<file path="src/rtl/mem_stage.sv">
// LA32R memory-access stage: holds one instruction, waits for load data on the
// data bus, aligns/extends it and forwards register/CSR results to write-back.
module mem_stage (
   input  logic        clk,
   input  logic        reset,
   input  logic        flush,
   input  logic        to_mem_valid,
   input  logic [31:0] es_pc,
   input  logic [3:0]  es_rf_we,
   input  logic [4:0]  es_rf_waddr,
   input  logic [31:0] es_alu_result,
   input  logic        es_mem_req,
   input  logic [4:0]  es_load_op,
   input  logic        es_csr_we,
   input  logic [13:0] es_csr_num,
   input  logic [31:0] es_csr_wdata,
   input  logic [4:0]  es_csr_wmask,
   input  logic [31:0] data_rdata,
   input  logic        data_data_ok,
   input  logic        wb_allow_in,
   output logic        mem_allow_in,
   output logic        mem_to_wb_valid,
   output logic [31:0] mem_pc,
   output logic [3:0]  mem_rf_we,
   output logic [4:0]  mem_rf_waddr,
   output logic [31:0] mem_rf_wdata,
   output logic        mem_csr_we,
   output logic [13:0] mem_csr_num,
   output logic [31:0] mem_csr_wdata,
   output logic [4:0]  mem_csr_wmask,
   output logic        mem_fwd_we,
   output logic [4:0]  mem_fwd_waddr,
   output logic [31:0] mem_fwd_wdata,
   output logic        mem_load_wait
);

   typedef enum logic [1:0] {
      S_IDLE    = 2'd0,
      S_WAIT    = 2'd1,
      S_DISCARD = 2'd2
   } resp_state_e;

   resp_state_e state_q, state_d;

   logic        mem_valid_q, mem_valid_d;
   logic [31:0] pc_q, pc_d;
   logic [3:0]  rf_we_q, rf_we_d;
   logic [4:0]  rf_waddr_q, rf_waddr_d;
   logic [31:0] alu_result_q, alu_result_d;
   logic        mem_req_q, mem_req_d;
   logic [4:0]  load_op_q, load_op_d;
   logic        csr_we_q, csr_we_d;
   logic [13:0] csr_num_q, csr_num_d;
   logic [31:0] csr_wdata_q, csr_wdata_d;
   logic [4:0]  csr_wmask_q, csr_wmask_d;
   logic [31:0] rbuf_q, rbuf_d;
   logic        rbuf_valid_q, rbuf_valid_d;

   logic        data_ok_counted;
   logic        mem_ready_go;
   logic        leave;
   logic        new_req;
   logic        is_load;
   logic [31:0] ld_word;
   logic [7:0]  ld_byte;
   logic [15:0] ld_half;
   logic [31:0] rf_wdata;

   // Handshake: a transfer happens on a cycle where the sender's valid and the
   // receiver's allow_in are both 1; valid never looks at the same-side allow_in.
   assign data_ok_counted = data_data_ok && (state_q == S_WAIT);
   assign mem_ready_go    = !mem_req_q || data_ok_counted || rbuf_valid_q;
   assign mem_allow_in    = !mem_valid_q || (mem_ready_go && wb_allow_in);
   assign mem_to_wb_valid = mem_valid_q && mem_ready_go && !flush;
   assign leave           = mem_to_wb_valid && wb_allow_in;
   assign new_req         = mem_allow_in && to_mem_valid && es_mem_req && !flush;
   assign is_load         = |load_op_q;

   always_comb begin
      mem_valid_d  = mem_valid_q;
      pc_d         = pc_q;
      rf_we_d      = rf_we_q;
      rf_waddr_d   = rf_waddr_q;
      alu_result_d = alu_result_q;
      mem_req_d    = mem_req_q;
      load_op_d    = load_op_q;
      csr_we_d     = csr_we_q;
      csr_num_d    = csr_num_q;
      csr_wdata_d  = csr_wdata_q;
      csr_wmask_d  = csr_wmask_q;
      if (mem_allow_in) begin
         mem_valid_d  = to_mem_valid;
         pc_d         = es_pc;
         rf_we_d      = es_rf_we;
         rf_waddr_d   = es_rf_waddr;
         alu_result_d = es_alu_result;
         mem_req_d    = es_mem_req;
         load_op_d    = es_load_op;
         csr_we_d     = es_csr_we;
         csr_num_d    = es_csr_num;
         csr_wdata_d  = es_csr_wdata;
         csr_wmask_d  = es_csr_wmask;
      end
      if (flush) begin
         mem_valid_d = 1'b0;
      end
   end

   // DISCARD owes the bus one stale response; a request held behind it waits
   // for the response after that one.
   always_comb begin
      state_d = state_q;
      case (state_q)
         S_IDLE: begin
            if (new_req) state_d = S_WAIT;
         end
         S_WAIT: begin
            if (flush) begin
               state_d = data_data_ok ? S_IDLE : S_DISCARD;
            end else if (data_data_ok) begin
               state_d = new_req ? S_WAIT : S_IDLE;
            end
         end
         S_DISCARD: begin
            if (data_data_ok) begin
               if (mem_valid_q && mem_req_q) begin
                  state_d = flush ? S_DISCARD : S_WAIT;
               end else begin
                  state_d = new_req ? S_WAIT : S_IDLE;
               end
            end
         end
         default: state_d = S_IDLE;
      endcase
   end

   always_comb begin
      rbuf_d       = rbuf_q;
      rbuf_valid_d = rbuf_valid_q;
      if (leave || flush) begin
         rbuf_valid_d = 1'b0;
      end
      if (data_ok_counted && !wb_allow_in && !flush) begin
         rbuf_d       = data_rdata;
         rbuf_valid_d = 1'b1;
      end
   end

   // Buffered data takes priority: once captured, the bus may already carry
   // an unrelated response.
   always_comb begin
      ld_word = rbuf_valid_q ? rbuf_q : data_rdata;
      ld_byte = ld_word[7:0];
      case (alu_result_q[1:0])
         2'd0: ld_byte = ld_word[7:0];
         2'd1: ld_byte = ld_word[15:8];
         2'd2: ld_byte = ld_word[23:16];
         2'd3: ld_byte = ld_word[31:24];
         default: ld_byte = ld_word[7:0];
      endcase
      ld_half  = alu_result_q[1] ? ld_word[31:16] : ld_word[15:0];
      rf_wdata = alu_result_q;
      if (load_op_q[0]) begin
         rf_wdata = {{24{ld_byte[7]}}, ld_byte};
      end else if (load_op_q[1]) begin
         rf_wdata = {{16{ld_half[15]}}, ld_half};
      end else if (load_op_q[2]) begin
         rf_wdata = ld_word;
      end else if (load_op_q[3]) begin
         rf_wdata = {24'd0, ld_byte};
      end else if (load_op_q[4]) begin
         rf_wdata = {16'd0, ld_half};
      end
   end

   always_ff @(posedge clk) begin
      if (reset) begin
         state_q      <= S_IDLE;
         mem_valid_q  <= 1'b0;
         pc_q         <= 32'd0;
         rf_we_q      <= 4'd0;
         rf_waddr_q   <= 5'd0;
         alu_result_q <= 32'd0;
         mem_req_q    <= 1'b0;
         load_op_q    <= 5'd0;
         csr_we_q     <= 1'b0;
         csr_num_q    <= 14'd0;
         csr_wdata_q  <= 32'd0;
         csr_wmask_q  <= 5'd0;
         rbuf_q       <= 32'd0;
         rbuf_valid_q <= 1'b0;
      end else begin
         state_q      <= state_d;
         mem_valid_q  <= mem_valid_d;
         pc_q         <= pc_d;
         rf_we_q      <= rf_we_d;
         rf_waddr_q   <= rf_waddr_d;
         alu_result_q <= alu_result_d;
         mem_req_q    <= mem_req_d;
         load_op_q    <= load_op_d;
         csr_we_q     <= csr_we_d;
         csr_num_q    <= csr_num_d;
         csr_wdata_q  <= csr_wdata_d;
         csr_wmask_q  <= csr_wmask_d;
         rbuf_q       <= rbuf_d;
         rbuf_valid_q <= rbuf_valid_d;
      end
   end

   assign mem_pc        = pc_q;
   assign mem_rf_we     = rf_we_q & {4{mem_valid_q}};
   assign mem_rf_waddr  = rf_waddr_q;
   assign mem_rf_wdata  = rf_wdata;
   assign mem_csr_we    = csr_we_q & mem_valid_q;
   assign mem_csr_num   = csr_num_q;
   assign mem_csr_wdata = csr_wdata_q;
   assign mem_csr_wmask = csr_wmask_q;

   assign mem_fwd_we    = mem_valid_q && (|rf_we_q) && mem_ready_go;
   assign mem_fwd_waddr = rf_waddr_q;
   assign mem_fwd_wdata = rf_wdata;
   assign mem_load_wait = mem_valid_q && is_load && !mem_ready_go;

endmodule
</file>
<file path="config.mk">
export PLATFORM = sky130hd
export DESIGN_NAME = mem_stage
export DESIGN_NICKNAME = d
export VERILOG_FILES = /design/src/rtl/mem_stage.sv
export SDC_FILE = /design/constraint.sdc
export NUM_CORES = 1
export LEC_CHECK = 0
export CAP_MARGIN = 10
export CORE_MARGIN = 2
export CORE_UTILIZATION = 40
export CTS_CLUSTER_SIZE = 8
export DETAILED_ROUTE_END_ITERATION = 8
export GPL_ROUTABILITY_DRIVEN = 0
export PLACE_DENSITY = 0.78
export SETUP_SLACK_MARGIN = 0.2
export SLEW_MARGIN = 0
export SYNTH_ARGS = -nofsm -noshare
export SYNTH_HDL_FRONTEND = slang
export SYNTH_SLANG_ARGS = --single-unit
</file>
<file path="constraint.sdc">
create_clock -name clk -period 2.4 [get_ports clk]
set_input_delay 0.6 -clock clk [delete_from_list [all_inputs] [get_ports clk]]
set_output_delay 0.6 -clock clk [all_outputs]
set_load 0.01 [all_outputs]
</file>
==> results.ini <==
[place]
io_buffers=334
dp_hpwl_um=21600
place_inst=1576
place_ws_ns=-1.09

[detailed_routing]
vias=9376
drtIter0Drc=657
routedWlPerCell_um=19.9
dr_wl_met3_um=3060
met2_length_um=16400
wl_met1_um=12400
via_per_inst=5.68
drt_wl_total_um=32800
highest_layer=met4
firstDrtPassIters=5
ant_nets=0
drc_errors=0

[clock_tree]
clock_latency_ns=0.43
cts_sinks=167
cts_tree=built
clk_path_buf_depth=2
clkTransAtPathRegs_ns=0.07
htree_levels=4
ctsHoldBuffers=0
numCtsBuffers=17
root_buffer=clkbuf_16

[critical_path]
path_class=in2out
worstSetupEndpointType=output pin
cp-start-kind=input pin
arrival_ns=2.25
required_ns=1.80
cp_max_fo=4

[logic_synthesis]
synthesis.area_mm2=0.00860
yosys-top-cells-count=a21oi_1 (178), dfxtp_1 (167), o21ai_0 (144)
async_flop_share=0
yosysTopAreaCell=dfxtp_1
synth-compound-area-share=0.253
netlist.area_leader.share=0.389
synth_most_common_cell=a21oi_1
synth_xor_xnor_area_share=0
synth_top_family_by_area=compound AO/OA/AOI/OAI gates
synthCells=1028
synth_ff_type=dfxtp_1
synth_area_leaders=dfxtp_1 (39%), nand3b_1 (11%), a21oi_1 (10%), o21ai_0 (8.4%), mux2_2 (3.8%)
syn-mean-instance-area_um2=8.37
ys_ff_latch=167
synth.net_count=1197
synth_edf_count=0
yosys.area_share.simple=0.186
yosysWarnings=0
synth_cell_types=46
ys_seq_area_frac=0.389
synth_adder_area_share=0
synthMuxAreaShare=0.0836

[run_status]
violations=negative setup slack
status=finished, violations left

[layout]
drive_above_1_share=0.259
nets=1531
area_delta_synth_final_pct=60.3
layout.cells.non_filler=1652

[floorplan]
pin_count=335
dieArea_mm2=0.0227
die_x_um=151
die_y_um=151
core_area_mm2=0.0211
rows=53
start_util=0.408

[global_routing]
grtUsageTotal=0.273
first_global_vias=8866
antenna_found_initial=2
grt_start_max_net_pins=101
grt_pass1_wl_um=48300
grt-ovfl-total=0

[sta]
setup_viol=64
worstMarginPinSlew_ns=0.654
slew_headroom=0.564
period_share=1.19
rsz0062_at_grt=true
finClkSkew_ns=0.0121
finalHoldViolations=0
finalCriticalPeriod_ns=2.85
setup_ws_ns=-0.449
slew_viol_final=0
max_freq_mhz=351

[power]
ir_drop_uv=498
cellLeakagePower_uw=0.00501
pwr_density_cell_mw_per_mm2=563

[worst_hold_path]
hold_class=in2reg

[job]
drv_cap=0

critical path, stage by stage:
cell and delay, ns:
clkdlybuf4s15_1 0.22, mux4_2 0.58, mux2i_4 0.21, buf_4 0.14, buf_4 0.10, buf_6 0.08, a21oi_2 0.04, buf_4 0.16
buf_6 0.12
where the power goes:
part	internal, uW	total (uW)	switching (uW)
registers	2910	3020	108
clock network	1410	2700	1300
logic	1100	2040	944
total	5420	7770	2350
worst paths after layout:
path | endpoint | start | slack (ns) | cells after the start
setup / recovery | mem_fwd_wdata[7] | data_rdata[15] | -0.45 | 9
hold / removal | alu_result_q[29]$_SDFFE_PP0N_ | reset | 0.46 | 2
setup reg to reg | load_op_q[0]$_SDFFE_PP0N_ | rbuf_valid_q$_SDFFE_PP0P_ | 0.35 | 10
hold reg to reg | rbuf_q[1]$_SDFFE_PP0P_ | rbuf_q[1]$_SDFFE_PP0P_ | 0.46 | 2
kinds of logic (layout without fill, tap and decap cells):
kind of cell	Yosys count	after routing
buf+inv	153	499
compound gates	388	388
mux	52	52
flops	167	167
other cells	0	2
simple gates	268	269
state kept, by name (all words and copies together) (netlist names):
register,flops
mem_valid_q,1
mem_csr_wdata,32
mem_req_q,1
state_q,2
csr_we_q,1
mem_fwd_waddr,5
mem_csr_wmask,5
mem_pc,32
mem_csr_num,14
rbuf_valid_q,1
rf_we_q,4
rbuf_q,32
alu_result_q,32
load_op_q,5
metal layers:
metal	vias up	GRT usage
li1	4345	-
met1	4511	0.329
met2	463	0.455
met3	57	0.0836
met4	0	0.107
met5	-	0
layout by cell type, fill, tap and decap left out, types with 13 or more instances in the layout:
cell             count
buf_2               47
a21oi_1            168
nor2_1              14
dlygate4sd2_1       13
o21ai_0            135
mux2_2              28
buf_12              13
nand3b_1           131
nand2_1             78
mux4_2              13
buf_6               42
clkbuf_16           18
dfxtp_1            161
buf_4               88
clkdlybuf4s50_1    248
through the flow:
| step | cell area, um^2 | hold slack, ns | utilization | setup TNS (ns) | total power [uW] |
|---|---|---|---|---|---|
| after floorplan | 8830 | 0.433 | - | -1.69 | 4010 |
| after global placement | 12600 | 0.438 | 0.596 | -74.69 | 4960 |
| after detailed placement | 12600 | 0.454 | 0.596 | -83.24 | 4990 |
| after CTS | 13400 | 0.447 | 0.636 | -25.56 | 7690 |
| after global routing | 13800 | 0.458 | 0.654 | -29.94 | 8070 |
| final | 13800 | 0.459 | 0.654 | -25.79 | 7770 |
area by class of cell:
type / instances / area (um^2)
Fill cell: 1682 / 7300
Antenna cell: 2 / 5.00
Tap cell: 275 / 344
Sequential cell: 167 / 3370
Clock buffer: 18 / 439
Inverter: 3 / 12.5
Multi-Input combinational cell: 709 / 5030
Clock inverter: 14 / 129
Timing Repair Buffer: 464 / 4470
timing repair:
| item | 4_1_cts | 5_1_grt |
|---|---|---|
| pin swaps | 17 | 12 |
| resized for setup | 371 | 48 |
| buffers inserted | 26 | 12 |
| cloned | 3 | 1 |
| endpoints found under the setup margin | 76 | 175 |
(Power assumes the default switching activity.)
